==> config.mk <==
export PLATFORM = sky130hd
export DESIGN_NAME = instruction_fetch
export DESIGN_NICKNAME = d
export VERILOG_FILES = /design/src/rtl/instruction_fetch.sv
export SDC_FILE = /design/constraint.sdc
export NUM_CORES = 1
export LEC_CHECK = 0
export CAP_MARGIN = 20
export CELL_PAD_IN_SITES_DETAIL_PLACEMENT = 0
export CELL_PAD_IN_SITES_GLOBAL_PLACEMENT = 1
export CORE_ASPECT_RATIO = 1.5
export CORE_UTILIZATION = 33
export DETAILED_ROUTE_END_ITERATION = 10
export PLACE_DENSITY = 0.83
export SETUP_SLACK_MARGIN = 0.3
export SYNTH_ARGS = -nofsm -noshare
export SYNTH_HDL_FRONTEND = slang
export SYNTH_SLANG_ARGS = --single-unit
==> constraint.sdc <==
create_clock -name clk -period 2.06 [get_ports clk]
set_input_delay 0.309 -clock clk [delete_from_list [all_inputs] [get_ports clk]]
set_output_delay 0.309 -clock clk [all_outputs]
set_load 0.02 [all_outputs]
==> src/rtl/instruction_fetch.sv <==
// Instruction fetch stage: owns the PC, issues one word read at a time to instruction
// memory and holds each returned word with its PC for decode. Handles PC redirects,
// squashing wrong-path work, and halts on a misaligned redirect target.
module instruction_fetch #(
  parameter logic [31:0] RESET_PC = 32'h0000_0000
) (
  input  logic        clk,
  input  logic        reset_n,
  output logic        imem_req_valid,
  input  logic        imem_req_ready,
  output logic [31:0] imem_req_addr,
  input  logic        imem_rsp_valid,
  input  logic [31:0] imem_rsp_data,
  output logic [31:0] instr,
  output logic [31:0] instr_pc,
  output logic        instr_valid,
  input  logic        instr_ready,
  input  logic        redirect_valid,
  input  logic [31:0] redirect_pc,
  output logic        fetch_fault
);

  localparam logic [31:0] Nop = 32'h0000_0013;

  typedef enum logic [2:0] {
    StIdle,
    StReq,
    StWait,
    StDrain,
    StHold,
    StFault
  } state_e;

  state_e      state_q, state_d;
  logic [31:0] pc_q, pc_d;
  logic [31:0] instr_q, instr_d;
  logic [31:0] instr_pc_q, instr_pc_d;
  logic        instr_valid_q, instr_valid_d;
  logic        fault_q, fault_d;
  // A misaligned redirect arrived while a stale response was still owed; halt after it.
  logic        fault_pend_q, fault_pend_d;
  logic        misaligned;

  // State and output registers, asynchronously reset.
  always_ff @(posedge clk or negedge reset_n) begin
    if (!reset_n) begin
      state_q       <= StIdle;
      pc_q          <= RESET_PC;
      instr_q       <= Nop;
      instr_pc_q    <= RESET_PC;
      instr_valid_q <= 1'b0;
      fault_q       <= 1'b0;
      fault_pend_q  <= 1'b0;
    end else begin
      state_q       <= state_d;
      pc_q          <= pc_d;
      instr_q       <= instr_d;
      instr_pc_q    <= instr_pc_d;
      instr_valid_q <= instr_valid_d;
      fault_q       <= fault_d;
      fault_pend_q  <= fault_pend_d;
    end
  end

  // Next-state logic; a redirect overrides all normal progress.
  always_comb begin
    state_d       = state_q;
    pc_d          = pc_q;
    instr_d       = instr_q;
    instr_pc_d    = instr_pc_q;
    instr_valid_d = instr_valid_q;
    fault_d       = fault_q;
    fault_pend_d  = fault_pend_q;
    misaligned    = (redirect_pc[1:0] != 2'b00);

    if (redirect_valid) begin
      instr_valid_d = 1'b0;
      if (misaligned) begin
        fault_d = 1'b1;
      end else begin
        pc_d    = redirect_pc;
        fault_d = 1'b0;
      end
      // A response is still owed to the old PC: wait it out before acting on the target.
      if ((state_q == StWait || state_q == StDrain) && !imem_rsp_valid) begin
        state_d      = StDrain;
        fault_pend_d = misaligned;
      end else begin
        state_d      = misaligned ? StFault : StReq;
        fault_pend_d = 1'b0;
      end
    end else begin
      case (state_q)
        StIdle: state_d = StReq;
        StReq: begin
          if (imem_req_ready) state_d = StWait;
        end
        StWait: begin
          if (imem_rsp_valid) begin
            instr_d       = imem_rsp_data;
            instr_pc_d    = pc_q;
            instr_valid_d = 1'b1;
            pc_d          = pc_q + 32'd4;
            state_d       = StHold;
          end
        end
        StHold: begin
          if (instr_ready) begin
            instr_valid_d = 1'b0;
            state_d       = StReq;
          end
        end
        StDrain: begin
          if (imem_rsp_valid) begin
            state_d      = fault_pend_q ? StFault : StReq;
            fault_pend_d = 1'b0;
          end
        end
        StFault: instr_valid_d = 1'b0;
        default: state_d = StIdle;
      endcase
    end
  end

  // Request only from REQ, never in a redirect cycle so the old PC is never accepted.
  always_comb begin
    imem_req_valid = (state_q == StReq) && !redirect_valid;
    imem_req_addr  = pc_q;
    instr          = instr_q;
    instr_pc       = instr_pc_q;
    instr_valid    = instr_valid_q;
    fetch_fault    = fault_q;
  end

endmodule

==> results.txt, run 1 <==
Async S/R FF share, synth - 1.000
max incr delay on CP - 0.65 ns
port bufs - 168
outcome - finished clean
WL final - 14.14 mm
Primary FF master, synth - dfrtp_1
Hold Vio Cnt, Final - 0
Sink Count - 102
CTS clk-pin slew, worst paths - 0.07 ns
final worst path period share - 0.8457
Cell Area, Synth - 4673 um2
die width - 99.17 um
highest metal used - met4
worst-skew pair later-pin latency - 0.34 ns
YS warnings - 0
antenna cells - 0
P_sw - 2.246 mW
Setup WS post-layout - 0.3179 ns
Die Y - 147.7 um
number of fillers in the final layout - 1,274
initial cell density of the core - 0.3420
ANT nets after route - 0
DR vias - 4,460
worst-path maximum fanout - 5
Syn-to-layout area delta - 56.73%
# IOs - 169
CP bufs+invs - 1
Worst Setup Slack post-DPL - -0.04338 ns
CP cell instances - clkdlybuf4s50_1
vias in the first global route - 4,448
Tmin final - 1.742 ns
total track usage - 0.1963
worst-margin pin slew - 0.4506 ns
hold crit path type - in2reg
via-per-instance ratio - 4.983
Flop pwr share - 0.398
Rows - 52
first-pass GRT wire length - 22.67 mm
Comb power frac - 0.332
Post-Synthesis Cells - 515
final setup fails - 0
crit-path leading delay family - buffers and inverters
WHS - 0.2908 ns
syn nets - 586
CP Capture Type - primary output
CP startpoint kind - flip-flop
Synth Register Bits - 102
gr ovfl total - 0
WL/cell - 15.80 um
Post-synth EDFFs - 0
Clock Skews - 0.008041 ns
DRT iter0 DRCs - 150
Crit-path slowest cell - clkdlybuf4s50_1
CP Data Arrival Time - 1.43 ns
GP Congestion - 0.8095
worst vdd ir - 0.5278 mV
reg2reg setup slack - 0.39 ns
post-synthesis area per instance - 9.074 um2
clock share of power - 0.269
relative slew slack - 0.6996
CTS H-Tree Depth - 3
post-route total power - 6.810 mW
met2 routed WL - 7.343 mm
Clk Tree Root Cell - clkbuf_16
met3 WL - 753 um
CTS Buf Count - 9
DRC violations left - 0
DRT Pass-1 Iters - 4
P_leak - 3.562 nW
number of distinct library cells after synthesis - 49
CORE AREA - 13,660 um2
Max Buffers Root-to-Sink - 2
full die area - 14,650 um2
CP required - 1.75 ns
Final #Nets - 799
RSZ-0062 raised after global routing - true
share of the yosys chip area belonging to registers - 0.5470
largest net degree at the start of global routing - 49
Final Max Tran Viols - 0
switching share of power - 0.3299
Max Freq - 574.0 MHz
DP Wirelength - 10.27 mm
max cap viols - 0
CTS tree - yes
share of layout cells above drive strength 1 - 0.1596
initial antenna violation count - 0
Internal - 4.563 mW
Cell Pwr Density - 929.7 nW/um2
met1 WL - 5.739 mm
CP Class - reg2out
power groups by stage:
stage | registers (mW) | clock network [mW] | logic, mW
3_5_place_dp | 2.74 | 0 | 2.27
4_1_cts | 2.70 | 1.88 | 2.23
3_3_place_gp | 2.71 | 0 | 2.22
2_1_floorplan | 3.16 | 0 | 0.627
5_1_grt | 2.77 | 1.96 | 2.45
6_report | 2.71 | 1.83 | 2.26
metal layers:
layer	track usage	vias up
li1	-	2177
met1	0.2392	2133
met2	0.3476	130
met3	0.03452	20
met4	0.06765	0
met5	0	-
worst paths after layout:
path / start / end / cells past startpoint
max reg2reg: state_q[2] / imem_req_addr[7] / 5
max in group asynchronous: reset_n / instr[4] / 3
min reg2reg: instr[1] / instr[1] / 2
min in group asynchronous: reset_n / instr_pc[8] / 2
min: imem_rsp_valid / fault_pend_q / 2
max: imem_req_addr[15] / imem_req_addr[15] / 1
per-stage QoR:
step / utilization / TNS, ns / instances / instance area, um2
finish: 0.5361 / 0 / 895 / 7325
global route: 0.5361 / 0 / 895 / 7325
CTS: 0.5269 / 0 / 887 / 7199
detailed placement: 0.5038 / -0.1185 / 868 / 6883
global placement: 0.5038 / 0 / 868 / 6883
floorplan: - / 0 / 515 / 4701
cells in the mapped netlist (7+ instances only):
| cell | number | area, um2 |
|---|---|---|
| mux2i_1 | 13 | 130.1 |
| a21oi_1 | 20 | 100.1 |
| o21ai_0 | 20 | 100.1 |
| nor2_1 | 23 | 86.33 |
| nand3_1 | 9 | 45.04 |
| nand2_1 | 202 | 758.2 |
| clkbuf_1 | 19 | 71.32 |
| a221o_1 | 7 | 70.07 |
| or3_1 | 8 | 50.05 |
| dfrtp_1 | 99 | 2477 |
| o22ai_1 | 12 | 75.07 |
flip-flops by register name, indices dropped and copies added, names as in the netlist:
name	flops
fault_pend_q	1
imem_req_addr	32
fetch_fault	1
state_q	3
instr_valid	1
instr	32
instr_pc	32
cells in the final DEF, fill, tap and decap left out, drive strengths merged, types with 11 or more instances in the layout:
cell type and n:
nand2 202, clkdlybuf4s50 138, dfrtp 99, buf 61
nor2 23, dlygate4sd2 23, o21ai 20, a21oi 20
mux2i 13, o22ai 12, clkbuf 11, nand3 11
cell families (layout without fill, tap and decap cells):
family	after synthesis	in the layout	synth area share
simple gates	280	280	0.2723
flops	102	102	0.5470
compound gates	85	85	0.1197
buf+inv	33	251	0.02811
mux	14	14	0.03025
fa+ha+maj	1	1	0.002677
layout make-up:
| class | count | area, um2 | share of cell area |
|---|---|---|---|
| clock inverters | 5 | 82.58 | 0.01127 |
| clock buffers | 11 | 232.7 | 0.03177 |
| multi-input cells | 380 | 2056 | 0.2807 |
| flip-flops and latches | 102 | 2571 | 0.3510 |
| well taps | 162 | 202.7 | 0.02767 |
| inverters | 7 | 26.28 | 0.003587 |
| repair buffers | 228 | 2153 | 0.2940 |
timing repair:
item                                    4_1_cts  5_1_grt
hold buffers                                  1        0
gates cloned                                  0        1
endpoints found under the hold margin        30        0
endpoints found under the setup margin       31       52
gates resized for setup                      28       24
pin swaps                                     2        6
buffers inserted                              2        7
Note: power is estimated with default switching activity, not from simulation.
==> inputs of run 2 (changes only) <==
clock period = 1.7 ns   (was 2.06 ns; I/O delays follow)
==> run 2 against run 1 <==
Effect of this change: the flow now finishes with violations (setup timing); first-iteration DRC count fell by 4.0%; register-to-register slack got worse by 0.40 ns; via count grew 11%; sequential power grew 23%; count of clock-buffer cells in the layout increased by 1; non-clock buffer count rose by 54.
==> results.txt, run 2 (synthesized netlist as in run 1, its figures left out) <==
outcome - complete, but fails checks (was finished clean)
failing checks - setup timing
WL final - 17.06 mm (was 14.14 mm)
Rows - 52 (unchanged)
worst-path maximum fanout - 4 (was 5)
RSZ-0062 raised after global routing - true (unchanged)
ANT nets after route - 0 (unchanged)
# placed instances - 889 (was 868)
largest net degree at the start of global routing - 58 (was 49)
share of layout cells above drive strength 1 - 0.4752 (was 0.1596)
worst vdd ir - 0.6787 mV (was 0.5278 mV)
Die Y - 147.7 um (unchanged)
Tmin final - 1.711 ns
P_leak - 4.646 nW (was 3.562 nW)
Worst Setup Slack post-DPL - -0.3498 ns (was -0.04338 ns)
FF-to-FF path depth - 6 (was 5)
Max Freq - 584.3 MHz
DRT Pass-1 Iters - 4 (unchanged)
WL/cell - 17.98 um (was 15.80 um)
worst-skew pair later-pin latency - 0.35 ns (was 0.34 ns)
CP Data Arrival Time - 2.00 ns (was 1.43 ns)
sum of negative setup slack - -0.01138 ns (was 0 ns)
DR vias - 4,949 (was 4,460)
Sink Count - 102 (unchanged)
hold crit path type - in2async (was in2reg)
WHS - 0.2712 ns (was 0.2908 ns)
Syn-to-layout area delta - 90.84% (was 56.73%)
Max Buffers Root-to-Sink - 2 (unchanged)
commonest non-fill, non-tap cell in the layout - dfrtp_1 (was nand2_1)
final worst path period share - 1.007
Clock Skews - 0.009458 ns (was 0.008041 ns)
die width - 99.17 um (unchanged)
Final #Nets - 853 (was 799)
number of fillers in the final layout - 1,095 (was 1,274)
max cap viols - 0 (unchanged)
Setup WS post-layout - -0.01138 ns (was 0.3179 ns)
CTS clk-pin slew, worst paths - 0.07 ns (about the same)
CTS tree - yes (unchanged)
Final Max Tran Viols - 0 (unchanged)
total track usage - 0.2265 (was 0.1963)
Cell Pwr Density - 962.9 nW/um2 (was 929.7 nW/um2)
CP Capture Type - flip-flop (was primary output)
reg2reg setup slack - -0.01 ns (was 0.39 ns)
CP required - 1.98 ns (was 1.75 ns)
full die area - 14,650 um2 (unchanged)
CORE AREA - 13,660 um2 (unchanged)
CP startpoint kind - flip-flop (unchanged)
CTS Buf Count - 9 (unchanged)
# IOs - 169 (unchanged)
vias in the first global route - 5,022 (was 4,448)
final setup fails - 1 (was 0)
DP Wirelength - 10.63 mm (was 10.27 mm)
most frequent cells in the layout - 87 x dfrtp_1, 73 x nand2_2, 68 x clkdlybuf4s50_1 (was 201 x nand2_1, 138 x clkdlybuf4s50_1, 87 x dfrtp_1)
initial antenna violation count - 0 (unchanged)
CTS H-Tree Depth - 3 (unchanged)
antenna cells - 0 (unchanged)
CP Class - reg2reg (was reg2out)
gr ovfl total - 0 (unchanged)
GP Congestion - 0.8032 (was 0.8095)
port bufs - 168 (unchanged)
Finished Layout Cells - 949 (was 895)
initial cell density of the core - 0.3420 (unchanged)
Hold Vio Cnt, Final - 0 (unchanged)
DRC violations left - 0 (unchanged)
Clk Tree Root Cell - clkbuf_16 (unchanged)
worst-margin pin slew - 0.4082 ns (was 0.4506 ns)
post-route total power - 8.588 mW (was 6.810 mW)
first-pass GRT wire length - 25.73 mm (was 22.67 mm)
via-per-instance ratio - 5.215 (was 4.983)
relative slew slack - 0.7250 (was 0.6996)
DRT iter0 DRCs - 144 (was 150)
-- run 2: cell count changes in the layout (fill, tap and decap cells not counted), moves of 11 or more --
cell,change
buf_2,+18
nand2_2,+72
buf_6,+30
buf_16,+11
clkdlybuf4s50_1,-70
dlygate4sd2_1,+43
nand2_1,-137
nand2_4,+64
-- run 2: final cells by class --
type / count / area (um2) / share of cell area
Multi-Input combinational cell: 380 / 2944 / 0.3301
Inverter: 7 / 26.28 / 0.002946
Timing Repair Buffer: 282 / 2888 / 0.3238
Clock buffer: 12 / 256.5 / 0.02876
Tap cell: 162 / 202.7 / 0.02273
Clock inverter: 4 / 30.03 / 0.003367
Sequential cell: 102 / 2571 / 0.2883
-- run 2: worst paths after layout --
check                                  from          endpoint
min in group clk           imem_rsp_data[0]          instr[0]
max reg2reg                      state_q[2]  imem_req_addr[7]
max in group asynchronous           reset_n          instr[1]
min reg2reg                       instr[10]         instr[10]
max                              state_q[2]  imem_req_addr[7]
min                                 reset_n        state_q[2]
-- run 2: power by group --
group,switching (mW),internal [mW]
Combinational,1.76,1.50
Clock,0.918,1.08
Sequential,0.417,2.91
Total,3.10,5.49
-- run 2: worst max-delay path: stages (launching register included) --
cell and delay [ns]:
dfrtp_1 0.42, nor3b_4 0.26, buf_4 0.16, a31oi_4 0.10, or4_4 0.44, a21oi_2 0.15
a221o_1 0.12
-- run 2: per-layer routing --
layer  vias up  global-route usage  part of all wire
li1       2293                   -                 -
met1      2478              0.2583              0.38
met2       152              0.4150              0.55
met3        26             0.04539             0.047
met4         0             0.08309             0.025
met5         -                   0                 0
-- run 2: metrics by stage --
step | util | instance area (um2)
after floorplan | - | 4752
after global placement | 0.5188 | 7088
after detailed placement | 0.5188 | 7088
after CTS | 0.5987 | 8180
after global routing | 0.6527 | 8919
final | 0.6527 | 8919
-- run 2: what timing repair did --
| item | in CTS | in global routing |
|---|---|---|
| cloned | 11 | 2 |
| pin swaps | 114 | 90 |
| gates resized for setup | 324 | 190 |
| hold endpoints to repair | 44 | 0 |
| setup endpoints to repair | 195 | 114 |
| hold buffers | 1 | 0 |
| buffers inserted | 17 | 13 |
==> inputs of run 3 (changes only) <==
CORE_MARGIN = 2   (was unset)
HOLD_SLACK_MARGIN = 0.08   (was unset)
==> run 3 against run 2 <==
Effect of this change: the run now ends clean; wire length decreased by 6.6%; non-clock buffer count fell by 20; first-iteration DRC count up 81%; clock skew barely moved; critical path depth stayed put; setup slack gained 0.038 ns; via count decreased by 4.7%; register-to-register slack improved by 0.04 ns; combinational power is 9.5% lower; total power shrank 1.5%; clock power up 11%; die area increased by 3.4%.
==> results.txt, run 3 (synthesized netlist as in run 1, its figures left out) <==
outcome - finished clean (was complete, but fails checks)
final core occ - 0.5814 (was 0.6527)
Final Max Tran Viols - 0 (unchanged)
worst-skew pair later-pin latency - 0.34 ns (was 0.35 ns)
ANT nets after route - 0 (unchanged)
Register Area - 2574 um2 (was 2571 um2)
worst-path maximum fanout - 6 (was 4)
Final #Nets - 833 (was 853)
DR vias - 4,717 (was 4,949)
via-per-instance ratio - 5.061 (was 5.215)
Sink Count - 102 (unchanged)
Worst Setup Slack post-DPL - -0.4387 ns (was -0.3498 ns)
placed cell areas - 7108 um2 (was 7088 um2)
# IOs - 169 (unchanged)
largest net degree at the start of global routing - 103 (was 58)
DP Wirelength - 10.38 mm (was 10.63 mm)
RR Endpoint - imem_req_addr[5] (was imem_req_addr[7])
DRT iter0 DRCs - 260 (was 144)
CTS clk-pin slew, worst paths - 0.07 ns (about the same)
share of layout cells above drive strength 1 - 0.3520 (was 0.4752)
Hold Vio Cnt, Final - 0 (unchanged)
RSZ-0062 raised after global routing - true (unchanged)
number of fillers in the final layout - 1,236 (was 1,095)
CP Capture Type - flip-flop (unchanged)
CTS Buf Count - 9 (unchanged)
final setup fails - 0 (was 1)
hold crit path type - in2reg (was in2async)
P_leak - 4.167 nW (was 4.646 nW)
DRC violations left - 0 (unchanged)
Tmin final - 1.673 ns (was 1.711 ns)
first-pass GRT wire length - 24.30 mm (was 25.73 mm)
design area - 8097 um2 (was 8919 um2)
max cap viols - 0 (unchanged)
vias in the first global route - 4,819 (was 5,022)
Syn-to-layout area delta - 73.25% (was 90.84%)
die width - 101.2 um (was 99.17 um)
Max Freq - 597.6 MHz (was 584.3 MHz)
Hold Startpoint - imem_rsp_valid
CORE AREA - 13,930 um2 (was 13,660 um2)
hold endpoint - fault_pend_q
full die area - 15,150 um2 (was 14,650 um2)
Rows - 53 (was 52)
port bufs - 168 (unchanged)
CP startpoint kind - flip-flop (unchanged)
Clk Tree Root Cell - clkbuf_16 (unchanged)
worst vdd ir - 0.5838 mV (was 0.6787 mV)
total track usage - 0.2049 (was 0.2265)
relative slew slack - 0.5832 (was 0.7250)
reg2reg setup slack - 0.03 ns (was -0.01 ns)
DRT Pass-1 Iters - 4 (unchanged)
Die Y - 149.7 um (was 147.7 um)
commonest non-fill, non-tap cell in the layout - nand2_1 (was dfrtp_1)
antenna cells - 0 (unchanged)
CTS H-Tree Depth - 3 (unchanged)
CTS tree - yes (unchanged)
initial cell density of the core - 0.3356 (was 0.3420)
most frequent cells in the layout - 130 x nand2_1, 85 x dfrtp_1, 69 x dlygate4sd2_1 (was 87 x dfrtp_1, 73 x nand2_2, 68 x clkdlybuf4s50_1)
initial antenna violation count - 0 (unchanged)
Setup WS post-layout - 0.02661 ns (was -0.01138 ns)
Cell Pwr Density - 1044 nW/um2 (was 962.9 nW/um2)
FF-to-FF path depth - 6 (unchanged)
CP Data Arrival Time - 1.96 ns (was 2.00 ns)
hold path depth - 2
GP Congestion - 0.8801 (was 0.8032)
multi-input logic area - 2464 um2 (was 2944 um2)
CP Class - reg2reg (unchanged)
WL final - 15.94 mm (was 17.06 mm)
Max Buffers Root-to-Sink - 2 (unchanged)
WL/cell - 17.11 um (was 17.98 um)
worst-margin pin slew - 0.6252 ns (was 0.4082 ns)
Clock Skews - 0.009721 ns (was 0.009458 ns)
final worst path period share - 0.9843 (was 1.007)
gr ovfl total - 0 (unchanged)
CP required - 1.98 ns (about the same)
RR Startpoint - state_q[2] (unchanged)
-- run 3: critical path, stage by stage, from the launching register on --
cell and delay, ns:
dfrtp_2 0.45, nor3b_4 0.27, buf_4 0.16, nand3_4 0.10, or3_1 0.38, a21oi_2 0.13
a221o_1 0.11
-- run 3: stage by stage --
step	power, mW	std cells	hold WS (ns)	setup TNS [ns]
2_1_floorplan	4.620	515	-0.04059	-0.5041
3_3_place_gp	6.165	895	0.3690	-22.91
3_5_place_dp	6.247	895	0.3775	-29.81
4_1_cts	8.354	928	0.3752	0
5_1_grt	8.905	932	0.4221	-0.4594
6_report	8.456	932	0.3847	0
-- run 3: worst max path at each step --
stage / startpoint / to / slack [ns]
floorplan: imem_req_addr[9] / imem_req_addr[26] / -0.12
CTS: state_q[2] / imem_req_addr[5] / 0.03
detailed placement: imem_rsp_valid / imem_req_addr[7] / -0.44
global placement: imem_rsp_valid / imem_req_addr[30] / -0.33
global route: state_q[2] / imem_req_addr[5] / -0.06
finish: state_q[2] / imem_req_addr[5] / 0.03
-- run 3: what timing repair did --
action / CTS / global route
buffers inserted: 9 / 1
pin swaps: 44 / 47
hold buffers: 1 / 0
setup endpoints to repair: 194 / 112
endpoints found under the hold margin: 99 / 0
gates resized for setup: 236 / 113
cloned: 7 / 3
-- run 3: final cells by class --
type	instances	share of cell area
clock buffers	11	0.02874
clock inverters	5	0.01035
inverters	7	0.003245
multi-input cells	380	0.3043
flip-flops and latches	102	0.3179
well taps	165	0.02550
repair buffers	262	0.3100
-- run 3: where the power goes --
group          leakage (nW)  internal (mW)  switching [mW]
Combinational          2.70           1.33            1.62
Sequential             1.32           2.92           0.376
Clock                 0.146           1.30           0.923
-- run 3: metal layers --
| layer | track usage | share of wire | routed length [um] |
|---|---|---|---|
| met1 | 0.2405 | 0.40 | 6350 |
| met5 | 0 | 0 | 0 |
| met2 | 0.3609 | 0.53 | 8424 |
| met3 | 0.03783 | 0.046 | 740 |
| met4 | 0.08716 | 0.027 | 427 |
